==> src/rtl/sop_eval_pipe.sv <==
// Two-stage pipelined sum-of-products evaluator with four reduction modes and valid/ready flow control.
// Optional saturating hit counter is built only when SOP_HITCNT_EN is defined.
module sop_eval_pipe #(
    parameter int WIDTH = 2,
    parameter int CNT_W = 8
) (
    input  logic             clk,
    input  logic             rst_n,
    input  logic             flush,
    input  logic             in_valid,
    output logic             in_ready,
    input  logic [WIDTH-1:0] a,
    input  logic [WIDTH-1:0] c,
    input  logic [1:0]       mode,
    output logic             out_valid,
    input  logic             out_ready,
    output logic             z,
    output logic [WIDTH-1:0] term_vec,
    output logic [CNT_W-1:0] hit_cnt
);

    // Handshake: a transfer happens on a rising edge where valid & ready are both high;
    // valid never waits on ready, and in_ready is combinational from out_ready and flush.
    logic             s1_valid;
    logic [WIDTH-1:0] s1_term;
    logic [1:0]       s1_mode;
    logic             s2_valid;
    logic             s2_free;
    logic             s1_free;
    logic [WIDTH-1:0] in_term;
    logic             z_next;

    assign s2_free   = ~s2_valid | out_ready;
    assign s1_free   = ~s1_valid | s2_free;
    assign in_ready  = ~flush & s1_free;
    assign out_valid = s2_valid & ~flush;

    // POS works on OR terms; every other mode reduces AND terms.
    assign in_term = (mode == 2'b01) ? (a | c) : (a & c);

    always_comb begin
        z_next = 1'b0;
        case (s1_mode)
            2'b00:   z_next = |s1_term;
            2'b01:   z_next = &s1_term;
            2'b10:   z_next = ^s1_term;
            default: z_next = ~|s1_term;
        endcase
    end

    always_ff @(posedge clk or negedge rst_n) begin
        if (!rst_n) begin
            s1_valid <= 1'b0;
            s1_term  <= '0;
            s1_mode  <= 2'b00;
        end else if (flush) begin
            s1_valid <= 1'b0;
        end else if (s1_free) begin
            s1_valid <= in_valid;
            if (in_valid) begin
                s1_term <= in_term;
                s1_mode <= mode;
            end
        end
    end

    // S2 holds z and term_vec stable whenever the consumer stalls.
    always_ff @(posedge clk or negedge rst_n) begin
        if (!rst_n) begin
            s2_valid <= 1'b0;
            z        <= 1'b0;
            term_vec <= '0;
        end else if (flush) begin
            s2_valid <= 1'b0;
        end else if (s2_free) begin
            s2_valid <= s1_valid;
            if (s1_valid) begin
                z        <= z_next;
                term_vec <= s1_term;
            end
        end
    end

`ifdef SOP_HITCNT_EN
    // Counts output transfers carrying z=1; sticks at all-ones instead of wrapping.
    always_ff @(posedge clk or negedge rst_n) begin
        if (!rst_n) begin
            hit_cnt <= '0;
        end else if (flush) begin
            hit_cnt <= '0;
        end else if (out_valid && out_ready && z && (hit_cnt != {CNT_W{1'b1}})) begin
            hit_cnt <= hit_cnt + 1'b1;
        end
    end
`else
    assign hit_cnt = '0;
`endif

endmodule

==> config.mk <==
export PLATFORM = sky130hd
export DESIGN_NAME = sop_eval_pipe
export DESIGN_NICKNAME = d
export VERILOG_FILES = /design/src/rtl/sop_eval_pipe.sv
export SDC_FILE = /design/constraint.sdc
export NUM_CORES = 1
export LEC_CHECK = 0
export CAP_MARGIN = 15
export CORE_MARGIN = 5
export CORE_UTILIZATION = 38
export CTS_BUF_LIST = sky130_fd_sc_hd__clkbuf_8
export CTS_CLUSTER_DIAMETER = 120
export DETAILED_ROUTE_END_ITERATION = 16
export PLACE_DENSITY = 0.73
export SLEW_MARGIN = 20
export SYNTH_ARGS = -nofsm -noshare
export SYNTH_HDL_FRONTEND = slang
export SYNTH_SLANG_ARGS = --single-unit
==> constraint.sdc <==
create_clock -name clk -period 1.3 [get_ports clk]
set_clock_uncertainty 0.15 [all_clocks]
set_input_delay 0.195 -clock clk [delete_from_list [all_inputs] [get_ports clk]]
set_output_delay 0.195 -clock clk [all_outputs]
set_load 0.01 [all_outputs]
==> impl_metrics.tcl, run 1 <==
set metrics [dict create \
    status "finished with violations" \
    setup_violations 8 \
    clk_pin_slew_ns 0.04 \
    p_comb_share_pct 30.1 \
    cts.path.max_buffers 2 \
    syn_area_um2 566 \
    io_pins 24 \
    vias 405 \
    synth_edf_count 0 \
    max-vdd-ir-drop_mv 0.955 \
    grt_max_degree 10 \
    synth.top_cells.by_area "dfrtp_1 (40%), mux2_4 (16%), buf_4 (11%)" \
    fmax_mhz 698 \
    power_switching_mw 0.254 \
    p_clk_share_pct 32.2 \
    root_buffer "clkbuf_8" \
    hp-class "input pin to asynchronous set/reset pin" \
    wl_per_cell_um 11.5 \
    gp_congestion 0.670 \
    rsz0062_at_grt "true" \
    place.port_buffers 15 \
    initial_core_util_pct 38.9 \
    period_share_pct 110 \
    dpl_cell_area_um2 754 \
    ys_types 18 \
    track_usage_pct 10.4 \
    final_cells 92 \
    p_total_mw 0.976 \
    end_kind "flop" \
    design_area_um2 802 \
    grt_pass1_vias 436 \
    min_period_ns 1.43 \
    crit_fanout 4 \
    finalWirelength_um 1060 \
    maxCapViolations 0 \
    hold_ws_ns 0.105 \
    num_antenna_cells 0 \
    die_w_um 48.6 \
    dp_hpwl_um 853 \
    report.final.slew_viol_count 0 \
    yosys.area.top_type_share_pct 39.8 \
    required_ns 1.26 \
    cts_max_level 1 \
    cts_buffers 3 \
    switching_share_pct 26.0 \
    gr-total-overflow 0 \
    drc 0 \
    fp.dieH_um 48.6 \
    synth_seq_area_share_pct 39.8 \
    cellPowerDensity_nw_per_um2 1220 \
    avgSynthCellArea_um2 11.5 \
    cts_tree "built" \
    final.setup.worst_slack_ns -0.134 \
    yosys_warnings 0 \
    syn2layout_area_growth_pct 41.8 \
    synthCells 49 \
    violations "setup timing" \
    fp.coreArea_um2 1450 \
    nNetsFinal 90 \
    dr.pass1.iters 3 \
    ys.flop_type "dfrtp_1" \
    arrival_ns 1.40 \
    rows 14 \
    fillers 132 \
    startpoint_type "flop" \
    first_iter_violations 2 \
    antenna_found_initial 0 \
    synth.most_common_cell "dfrtp_1" \
    synthArstFlopShare_pct 100 \
    synth_commonest_cells "dfrtp_1 (9), buf_4 (8), mux2_4 (6), nor2b_1 (5)" \
    grt_pass1_wl_um 1780 \
    synth_seq_cells 9 \
    synth.largest_area_cell "dfrtp_1" \
    hold_viol 0 \
    drive_above_1_share_pct 30.3 \
    postRouteAntennaNets 0 \
    p_leak_nw 0.410 \
    clk-insertion-delay-late_ns 0.23 \
    p_int_mw 0.722 \
    p_seq_share_pct 37.8 \
    clock-sinks 9 \
    routed_via_density 4.40 \
    die_area_um2 2360 \
    dp.cells 86 \
    criticalPathCategory "flop to flop" \
]
[worst max-delay path: stages (launching register included)]
cell     delay [ns]
dfrtp_1        0.37
nor2b_4        0.14
a211o_4        0.35
mux2_4         0.30
[layout by cell type (no fill, tap or decap)]
| master | instances |
|---|---|
| buf_4 | 8 |
| o31a_1 | 1 |
| dfrtp_1 | 9 |
| maj3_1 | 2 |
| nand2b_1 | 1 |
| nor2_1 | 3 |
| nor2b_4 | 1 |
| clkdlybuf4s50_1 | 8 |
| nor3_1 | 1 |
| mux2i_1 | 1 |
| o21bai_1 | 1 |
| dlygate4sd2_1 | 5 |
| nor2b_1 | 5 |
| buf_2 | 2 |
| inv_1 | 4 |
| ha_1 | 2 |
| mux2_4 | 6 |
| or2_4 | 1 |
| buf_6 | 1 |
| conb_1 | 8 |
| a21oi_1 | 2 |
| clkbuf_8 | 3 |
| a211o_4 | 1 |
[cell families (layout without fill, tap and decap cells)]
family,after synthesis,count (layout),synth area share [%]
adders and majority gates,4,4,7.96
buffers and inverters,11,31,12.6
and+or+nand+nor,12,12,13.5
muxes,7,7,17.7
DFF,9,9,39.8
other,1,8,0.663
AOI/OAI and AO/OA,5,5,7.74
[metal layers]
| metal | routed length (µm) | share of wire [%] | GRT usage [%] |
|---|---|---|---|
| met1 | 365 | 35 | 8.52 |
| met2 | 552 | 52 | 17.8 |
| met3 | 87 | 8.2 | 3.99 |
| met4 | 51 | 4.8 | 10.8 |
| met5 | 0 | 0 | 0 |
[per-stage QoR]
stage          setup TNS, ns  setup WS, ns  util [%]
2_1_floorplan         -0.431       -0.0998         -
3_3_place_gp           -3.75        -0.474      51.9
3_5_place_dp           -3.84        -0.491      51.9
4_1_cts                -1.02        -0.138      55.2
5_1_grt                -1.26        -0.182      55.2
6_report              -0.971        -0.134      55.2
[flip-flops by register name, indices dropped and copies added, names as in the netlist]
name / count
s1_mode: 2
s1_term: 2
term_vec: 2
s1_valid: 1
s2_valid: 1
z: 1
[power by group through the flow]
stage	clock network, mW	logic, mW	registers, mW
2_1_floorplan	0	0.164	0.382
3_3_place_gp	0	0.300	0.371
3_5_place_dp	0	0.309	0.375
4_1_cts	0.325	0.296	0.368
5_1_grt	0.341	0.323	0.377
6_report	0.314	0.293	0.369
[final cells by class]
type                       count  area [µm²]  share of cell area (%)
clock inverter                 1        3.75                   0.468
tap                           16        20.0                    2.50
inverter                       3        11.3                    1.40
clock buffer                   3        41.3                    5.15
multi-input combinational     36         295                    36.8
timing repair buffer          24         205                    25.6
sequential                     9         225                    28.1
[path summary, 6_finish.rpt]
kind                        startpoint          end  slack (ns)  cells past startpoint
hold reg to reg            term_vec[1]  term_vec[1]        0.36                      1
setup / recovery              s2_valid   s1_mode[1]       -0.13                      3
min in group clk                 flush     s2_valid        0.19                      2
setup reg to reg              s2_valid   s1_mode[1]       -0.13                      3
max in group asynchronous        rst_n   s1_term[0]        0.61                      1
hold / removal                   rst_n            z        0.11                      1
[timing repair]
action | in CTS | in global routing
hold endpoints to repair | 0 | 0
setup endpoints to repair | 12 | 8
setup buffers | 2 | 0
gates cloned | 0 | 0
hold buffers | 0 | 0
resized for setup | 14 | 0
pin swaps | 2 | 2
No activity file was read; power rests on OpenSTA's default activity.
==> inputs of run 2 (changes only) <==
--- a/config.mk
+++ b/config.mk
@@ -7,7 +7,7 @@
 export LEC_CHECK = 0
 export CAP_MARGIN = 15
 export CORE_MARGIN = 5
-export CORE_UTILIZATION = 38
+export CORE_UTILIZATION = 40
 export CTS_BUF_LIST = sky130_fd_sc_hd__clkbuf_8
 export CTS_CLUSTER_DIAMETER = 120
 export DETAILED_ROUTE_END_ITERATION = 16
==> constraint.sdc (replaced) <==
create_clock -name clk -period 1.4 [get_ports clk]
set_clock_uncertainty 0.15 [all_clocks]
set_input_delay 0.21 -clock clk [delete_from_list [all_inputs] [get_ports clk]]
set_output_delay 0.21 -clock clk [all_outputs]
set_load 0.01 [all_outputs]
==> impl_metrics.tcl, run 2 (synthesis results as in run 1) <==
set metrics [dict create \
    status "finished with violations" \
    violations "setup timing" \
    fin_util_pct 61.4 \
    slowest_delay_ns 0.38 \
    hp-class "input pin to asynchronous set/reset pin" \
    dp.cells 84 \
    max-vdd-ir-drop_mv 0.721 \
    end_kind "flop" \
    p_leak_nw 0.410 \
    nNetsFinal 90 \
    post-place-ws_ns -0.433 \
    num_antenna_cells 0 \
    root_buffer "clkbuf_8" \
    final_cells 91 \
    fmax_mhz 690 \
    first_iter_violations 1 \
    track_usage_pct 10.9 \
    report.final.slew_viol_count 0 \
    gr-total-overflow 0 \
    wl_per_cell_um 11.5 \
    period_share_pct 104 \
    holdBufCountCts 0 \
    rsz0062_at_grt "true" \
    arrival_ns 1.41 \
    timing.rr.end "s1_mode[1]" \
    p_total_mw 0.913 \
    crit_slowest_cell "dfrtp_1" \
    min_period_ns 1.45 \
    grt_pass1_wl_um 1660 \
    finalWirelength_um 1050 \
    postRouteAntennaNets 0 \
    critPathBufInv 0 \
    fillers 116 \
    rrSetupSlack_ns -0.05 \
    criticalPathCategory "flop to flop" \
    top_regs "s1_mode: 2 flops, s1_term: 2 flops, term_vec: 2 flops" \
    drc 0 \
    crit_fanout 4 \
    setup.worst_path.start "s2_valid" \
    vias 406 \
    io_pins 24 \
    cts_max_level 1 \
    final_cell_mix "dfrtp_1 (9), conb_1 (8), clkdlybuf4s50_1 (8)" \
    final.setup.tns_ns -0.316 \
    dp_hpwl_um 805 \
    layout_commonest_cell "dfrtp_1" \
    grt_max_degree 10 \
    fp.dieH_um 47.6 \
    clock-sinks 9 \
    rr_startpoint "s2_valid" \
    clk_pin_slew_ns 0.05 \
    crit_chain "nor2b_4 > a211o_4 > mux2_4" \
    rows 13 \
    fp.coreArea_um2 1320 \
    gp_congestion 0.701 \
    cellPowerDensity_nw_per_um2 1130 \
    hold_ws_ns 0.131 \
    startpoint_type "flop" \
    hold_viol 0 \
    required_ns 1.36 \
    antenna_found_initial 0 \
    cts_buffers 3 \
    cts_tree "built" \
    place.port_buffers 15 \
    setup_violations 7 \
    dr.pass1.iters 3 \
    dpl_cell_area_um2 746 \
    syn2layout_area_growth_pct 43.1 \
    cp_top_family "flip-flops" \
    cts.path.max_buffers 2 \
    routed_via_density 4.46 \
    worstRegToRegCells 3 \
    maxCapViolations 0 \
    die_w_um 47.6 \
    clk-insertion-delay-late_ns 0.23 \
    initial_core_util_pct 42.9 \
    die_area_um2 2270 \
    final.setup.worst_slack_ns -0.0501 \
    setup.worst_path.end "s1_mode[1]" \
    design_area_um2 810 \
    cp.depth 3 \
    grt_pass1_vias 387 \
    drive_above_1_share_pct 28.9 \
]
## run 2: cell count changes in the layout (fill, tap and decap cells not counted)
cell	change
buf_2	-1
buf_4	-1
buf_6	+1
clkdlybuf4s15_1	+1
## run 2: worst reg2reg max path: stages, from the launching register on
cell     delay, ns
dfrtp_1       0.38
nor2b_4       0.15
a211o_4       0.36
mux2_4        0.30
## run 2: worst min-delay path by stage
stage          depth (start not counted)     endpoint  slack (ns)
2_1_floorplan                          0   s1_mode[0]       -0.24
3_3_place_gp                           1  term_vec[1]        0.35
3_5_place_dp                           1  term_vec[1]        0.36
4_1_cts                                1   s1_mode[1]        0.15
5_1_grt                                1     s2_valid        0.17
6_report                               1     s2_valid        0.13
## run 2: routing by layer
layer  global-route usage, %  share of wire [%]
met1                    12.5                 41
met2                    17.6                 46
met3                    2.26                 11
met4                    8.06                3.0
met5                       0                  0
## run 2: report_power, final
group,internal (mW),switching (mW)
logic,0.176,0.104
clock network,0.191,0.102
registers,0.309,0.0310
## run 2: area by class of cell
| class | count | area, µm² | share of cell area, % |
|---|---|---|---|
| Clock inverter | 1 | 3.75 | 0.464 |
| Clock buffer | 3 | 41.3 | 5.10 |
| Multi-Input combinational cell | 36 | 295 | 36.5 |
| Inverter | 3 | 11.3 | 1.39 |
| Timing Repair Buffer | 24 | 214 | 26.4 |
| Tap cell | 15 | 18.8 | 2.32 |
| Sequential cell | 9 | 225 | 27.8 |
## run 2: timing repair
| action | CTS | global route |
|---|---|---|
| setup buffers | 1 | 2 |
| pin swaps | 2 | 2 |
| resized for setup | 11 | 2 |
| endpoints found under the setup margin | 12 | 9 |
